<file path="config.mk">
export PLATFORM = sky130hd
export DESIGN_NAME = fx_sequencer
export DESIGN_NICKNAME = d
export VERILOG_FILES = /design/src/rtl/fx_pkg.sv /design/src/rtl/fx_sequencer_switch_debounce.sv /design/src/rtl/fx_sequencer.sv
export SDC_FILE = /design/constraint.sdc
export NUM_CORES = 1
export LEC_CHECK = 0
export CAP_MARGIN = 10
export CORE_MARGIN = 2
export CORE_UTILIZATION = 35
export CTS_BUF_LIST = sky130_fd_sc_hd__clkbuf_8
export CTS_CLUSTER_SIZE = 16
export DETAILED_ROUTE_END_ITERATION = 8
export PLACE_DENSITY_LB_ADDON = 0.1
export SLEW_MARGIN = 20
export SYNTH_ARGS = -nofsm -noshare
export SYNTH_HDL_FRONTEND = slang
export SYNTH_SLANG_ARGS = --single-unit
export TNS_END_PERCENT = 10
</file>
<file path="constraint.sdc">
create_clock -name clk -period 4.7 [get_ports clk]
set_input_delay 0.47 -clock clk [delete_from_list [all_inputs] [get_ports clk]]
set_output_delay 0.47 -clock clk [all_outputs]
set_load 0.03 [all_outputs]
</file>
<file path="src/rtl/fx_pkg.sv">
// Shared types and constants for the pedal effect sequencer.
package fx_pkg;

  typedef enum logic [1:0] {
    MODE_BYPASS = 2'd0,
    MODE_CLIP   = 2'd1,
    MODE_REVERB = 2'd2,
    MODE_BOTH   = 2'd3
  } mode_t;

  typedef enum logic [1:0] {
    IDLE  = 2'd0,
    ISSUE = 2'd1,
    WAIT  = 2'd2,
    EMIT  = 2'd3
  } seq_state_t;

  // Output value used while muting; midscale of a 12-bit unsigned sample.
  localparam int unsigned MIDSCALE = 2048;

endpackage

</file>
<file path="src/rtl/fx_sequencer_switch_debounce.sv">
// Footswitch conditioning: 2-flop synchronizer, stability counter, press pulse.
module switch_debounce #(
  parameter int unsigned DB_CYCLES = 65536
) (
  input  logic clk,
  input  logic reset,
  input  logic sw_in,
  output logic press
);

  localparam int unsigned CW = $clog2(DB_CYCLES + 1);

  logic          sync1_q, sync2_q;
  logic          level_q;
  logic          press_q;
  logic [CW-1:0] cnt_q;
  logic          cnt_done;

  assign cnt_done = (cnt_q == CW'(DB_CYCLES - 1));
  assign press    = press_q;

  // Bring the raw switch into the clock domain.
  always_ff @(posedge clk or posedge reset) begin
    if (reset) begin
      sync1_q <= 1'b0;
      sync2_q <= 1'b0;
    end else begin
      sync1_q <= sw_in;
      sync2_q <= sync1_q;
    end
  end

  // Flip the debounced level after DB_CYCLES consecutive clocks at the new level;
  // a rising flip produces a one-cycle press pulse.
  always_ff @(posedge clk or posedge reset) begin
    if (reset) begin
      cnt_q   <= '0;
      level_q <= 1'b0;
      press_q <= 1'b0;
    end else begin
      press_q <= 1'b0;
      if (sync2_q != level_q) begin
        if (cnt_done) begin
          cnt_q   <= '0;
          level_q <= sync2_q;
          press_q <= sync2_q;
        end else begin
          cnt_q <= cnt_q + 1'b1;
        end
      end else begin
        cnt_q <= '0;
      end
    end
  end

endmodule

</file>
<file path="src/rtl/fx_sequencer.sv">
// Per-sample controller: mode cycling, chain handshake, timeout fallback and mute.
module fx_sequencer #(
  parameter int unsigned W            = 12,
  parameter int unsigned DB_CYCLES    = 65536,
  parameter int unsigned MUTE_SAMPLES = 16,
  parameter int unsigned TIMEOUT      = 1024,
  parameter int unsigned MIDSCALE     = fx_pkg::MIDSCALE
) (
  input  logic         clk,
  input  logic         reset,
  input  logic         sw_in,
  input  logic         adc_valid,
  input  logic [W-1:0] adc_data,
  output logic         st_valid,
  output logic [W-1:0] st_data,
  input  logic         st_done,
  input  logic [W-1:0] st_result,
  output logic         clip_en,
  output logic         reverb_en,
  output logic         dac_valid,
  output logic [W-1:0] dac_data,
  output logic [1:0]   mode,
  output logic         overrun,
  output logic         timeout_err
);

  import fx_pkg::*;

  localparam int unsigned WCW = $clog2(TIMEOUT);
  localparam int unsigned MCW = $clog2(MUTE_SAMPLES + 1);

  seq_state_t     state_q, state_d;
  mode_t          mode_q;
  logic [1:0]     mode_inc;
  logic           clip_q, reverb_q;
  logic [MCW-1:0] mute_q;
  logic [W-1:0]   sample_q, result_q, dac_data_q;
  logic [WCW-1:0] wait_cnt_q;
  logic           dac_valid_q, overrun_q, tmo_q;
  logic           press, muted;
  logic           latch_adc, latch_done, take_tmo, emit;

  switch_debounce #(
    .DB_CYCLES(DB_CYCLES)
  ) u_debounce (
    .clk  (clk),
    .reset(reset),
    .sw_in(sw_in),
    .press(press)
  );

  assign mode_inc = mode_q + 2'd1;
  // A press coinciding with an emit mutes that sample too.
  assign muted    = (mute_q != '0) || press;

  // Sequencer state register.
  always_ff @(posedge clk or posedge reset) begin
    if (reset) state_q <= IDLE;
    else       state_q <= state_d;
  end

  // Next-state and per-state control strobes.
  always_comb begin
    state_d    = state_q;
    latch_adc  = 1'b0;
    latch_done = 1'b0;
    take_tmo   = 1'b0;
    emit       = 1'b0;
    unique case (state_q)
      IDLE: begin
        if (adc_valid) begin
          latch_adc = 1'b1;
          state_d   = (mode_q == MODE_BYPASS) ? EMIT : ISSUE;
        end
      end
      ISSUE: state_d = WAIT;
      WAIT: begin
        // st_done takes priority over a simultaneous timeout.
        if (st_done) begin
          latch_done = 1'b1;
          state_d    = EMIT;
        end else if (wait_cnt_q == WCW'(TIMEOUT - 1)) begin
          take_tmo = 1'b1;
          state_d  = EMIT;
        end
      end
      EMIT: begin
        emit    = 1'b1;
        state_d = IDLE;
      end
      default: state_d = IDLE;
    endcase
  end

  // Sample/result capture, wait counter, DAC output and sticky flags.
  always_ff @(posedge clk or posedge reset) begin
    if (reset) begin
      sample_q    <= '0;
      result_q    <= '0;
      wait_cnt_q  <= '0;
      dac_valid_q <= 1'b0;
      dac_data_q  <= W'(MIDSCALE);
      overrun_q   <= 1'b0;
      tmo_q       <= 1'b0;
    end else begin
      dac_valid_q <= emit;
      if (latch_adc) begin
        sample_q <= adc_data;
        result_q <= adc_data;
      end
      if (state_q == ISSUE)     wait_cnt_q <= '0;
      else if (state_q == WAIT) wait_cnt_q <= wait_cnt_q + 1'b1;
      if (latch_done) result_q <= st_result;
      if (take_tmo) begin
        result_q <= sample_q;
        tmo_q    <= 1'b1;
      end
      if (emit) dac_data_q <= muted ? W'(MIDSCALE) : result_q;
      if (adc_valid && (state_q != IDLE)) overrun_q <= 1'b1;
    end
  end

  // Mode cycling on press; mute counter reloads on press, counts down per emitted sample.
  always_ff @(posedge clk or posedge reset) begin
    if (reset) begin
      mode_q   <= MODE_BYPASS;
      clip_q   <= 1'b0;
      reverb_q <= 1'b0;
      mute_q   <= '0;
    end else if (press) begin
      mode_q   <= mode_t'(mode_inc);
      clip_q   <= mode_inc[0];
      reverb_q <= mode_inc[1];
      mute_q   <= MCW'(MUTE_SAMPLES);
    end else if (emit && (mute_q != '0)) begin
      mute_q <= mute_q - 1'b1;
    end
  end

  assign st_valid    = (state_q == ISSUE);
  assign st_data     = sample_q;
  assign clip_en     = clip_q;
  assign reverb_en   = reverb_q;
  assign dac_valid   = dac_valid_q;
  assign dac_data    = dac_data_q;
  assign mode        = mode_q;
  assign overrun     = overrun_q;
  assign timeout_err = tmo_q;

endmodule

</file>
==> results by group <==
Clock tree
  • Hold_buf cts: 0
  • Clock Latency Late Sink: 0.34 ns
  • CTS resizes: 0
  • Worst-path clk slew: 0.08 ns
  • Max clock buf depth: 2
  • Setup Fix Bufs, Post-CTS: 0
  • CTS tree: built
  • Root Buffer: clkbuf_8
  • Total CTS buffers: 9
  • Clk sinks: 79
  • H-tree level count: 3

STA
  • Max Clock Skew: 0.0103 ns
  • Hold_ws: 0.369 ns
  • Relative slew slack: 47.8%
  • Fmax: 398 MHz
  • Final hold vios: 0
  • Worst-Margin Slew: 0.781 ns
  • Final Max Tran Viols: 0
  • Final setup fails: 0
  • Post-layout min period: 2.51 ns
  • Period Utilization, post-route: 53.5%
  • Fin Setup TNS: 0 ns
  • RSZ-0062 raised after global routing: false

Worst setup path
  • R2R setup slack: 2.36 ns
  • CP Class: flip-flop to output pin
  • Worst Setup SP: state_q[1]$_DFFE_PP0P_
  • Reg2Reg Depth: 5
  • Crit path cell chain: inv_1 > ha_1 > clkdlybuf4s50_1
  • CP Capture Type: output pin
  • CP Launch Type: flip-flop
  • CP max-delay cell: clkdlybuf4s50_1
  • Worst endpoint required time: 4.23 ns
  • Critical path arrival: 2.04 ns
  • Slowest stage delay, CP: 0.75 ns
  • Peak fanout along the critical path: 11
  • R2R Path Start: state_q[0]$_DFFE_PP0P_

Placed design
  • PortBufs: 60
  • Placer Congestion: 0.773
  • Placed Area: 0.00437 mm²
  • Hpwl dp: 5540 µm

Synthesis
  • Top cells by area, synth: dfrtp_1 (53%), nand3_1 (4.6%), mux2_2 (4.6%), o221a_2 (3.7%), xnor2_1 (3.6%)
  • Synth area leader: dfrtp_1
  • Cell Area, Synth: 0.00368 mm²
  • Area share of the largest cell type after synthesis: 53.0%
  • Most common cell in the synthesized netlist: dfrtp_1
  • Post-Synthesis Cells: 336
  • Number of synthesized flops with an enable pin: 0
  • Syn_area_per_cell: 11.0 µm²
  • Post-synth cell types: 47
  • Primary FF master, synth: dfrtp_1
  • Seq/Total Area, Yosys: 53.8%
  • Ys async rst share: 100%
  • Count of state elements after synthesis: 79
  • Yosys warns: 0
  • Syn_nets: 374
  • Top cells by count, synth: dfrtp_1 (78), nand3_1 (34), nor2_1 (25)

Min path
  • Worst Min Path Start: u_debounce.sync1_q$_DFF_PP0_
  • WHS Path Cells: 0
  • Min-Delay Path Class: flip-flop to flip-flop

Global route
  • Total GRT Usage: 14.8%
  • Largest net degree at the start of global routing: 50
  • Grt ovf: 0
  • Initial antenna violation count: 0
  • Vias in the first global route: 2751
  • First-pass GRT wire length: 13500 µm

Die
  • Die W: 107 µm
  • Io pins: 61
  • Cell row count: 37
  • Initial Utilization: 35.8%
  • Die H: 107 µm
  • Die ar.: 0.0113 mm²
  • Core Box Area: 0.0103 mm²

Power
  • Total Power: 0.00261 W
  • Power Density: 578 mW/mm²
  • Leak pwr: 1.88 nW
  • VDD IR-drop max: 0.000245 V

Finish
  • Fin area: 0.00452 mm²
  • # diodes: 0
  • Multi-input gate area: 0.00153 mm²
  • Layout cells sized above 1: 13.7%
  • Fillcell total: 991
  • Area Overhead vs Synth: 22.8%
  • Nets: 428
  • Fin util: 44.0%
  • Register area: 0.00198 mm²

Job
  • # Max-Cap Violations: 0

Route
  • Vias/cell: 4.84
  • Antenna-violating nets left: 0
  • Total iterations of the first detailed-routing run: 4
  • DRT Wirelength: 7720 µm
  • Via Count: 2563
  • Avg WL per Cell: 14.6 µm
  • DRC Markers: 0
  • Initial DRC count: 83

Run status
  • Outcome: completed
[state kept, by name, indices dropped and copies added (netlist names)]
signal / flops
u_debounce.cnt_q: 17
dac_data: 12
result_q: 12
st_data: 12
wait_cnt_q: 10
mute_q: 5
mode: 2
state_q: 2
dac_valid: 1
overrun: 1
timeout_err: 1
u_debounce.level_q: 1
u_debounce.press: 1
u_debounce.sync1_q: 1
u_debounce.sync2_q: 1
[kinds of logic after synthesis]
logic type      synth area share, %
flops                          53.8
compound gates                 13.1
buf+inv                        4.73
mux                            5.13
fa+ha+maj                      3.06
xor+xnor                       4.52
simple gates                   15.7
[routing by layer]
metal / global-route usage (%) / part of all wire, % / up-vias
met2: 22.7 / 44 / 48
met4: 4.45 / 1.1 / 0
met3: 3.49 / 3.2 / 10
li1: - / - / 1305
met5: 0 / 0 / -
met1: 20.8 / 51 / 1200
[worst max-delay path, delay by kind of cell, from the launching register on]
| family | cells | cell delay (ns) |
|---|---|---|
| fa+ha+maj | 1 | 0.42 |
| buf+inv | 2 | 0.88 |
| flops | 1 | 0.41 |
[layout by cell type (no fill, tap or decap), types with 3 or more instances in the layout]
| master | instances |
|---|---|
| nand4_1 | 5 |
| clkbuf_8 | 9 |
| o22ai_1 | 5 |
| nor4_1 | 5 |
| clkinv_2 | 5 |
| o221a_2 | 12 |
| nor3_1 | 4 |
| nor2b_1 | 3 |
| o21ai_0 | 16 |
| mux2_2 | 15 |
| nor3b_1 | 3 |
| clkdlybuf4s50_1 | 60 |
| a21oi_1 | 12 |
| xnor2_1 | 15 |
| ha_1 | 9 |
| or2_2 | 3 |
| dfrtp_1 | 78 |
| inv_1 | 21 |
| nand2_1 | 10 |
| xor2_1 | 4 |
| nor2_1 | 25 |
| a22o_1 | 11 |
| nand3_1 | 34 |
[layout make-up]
type / count / area share, %
tap: 136 / 3.77
timing repair buffer: 61 / 13.5
sequential: 79 / 43.8
clock inverter: 5 / 0.609
clock buffer: 9 / 2.74
multi-input combinational: 217 / 33.8
inverter: 22 / 1.85
[per-stage QoR]
step / instances / setup slack, ns
after floorplan: 336 / 2.21
after global placement: 515 / 2.19
after detailed placement: 515 / 2.15
after CTS: 529 / 2.15
after global routing: 529 / 2.09
final: 529 / 2.19
[power breakdown]
group	switching (W)	internal [W]	total, W	leakage (nW)
Sequential	0.000174	0.000893	0.00107	0.991
Clock	0.000232	0.000182	0.000414	0.0805
Combinational	0.000602	0.000528	0.00113	0.805
[final timing paths]
| check | endpoint |
|---|---|
| max | st_valid |
| max reg2reg | result_q[11]$_DFFE_PP0P_ |
| max in group asynchronous | result_q[1]$_DFFE_PP0P_ |
| min | u_debounce.sync2_q$_DFF_PP0_ |
| min reg2reg | u_debounce.sync2_q$_DFF_PP0_ |
| min in group asynchronous | u_debounce.cnt_q[2]$_DFF_PP0_ |
No activity file was read; power rests on OpenSTA's default activity.
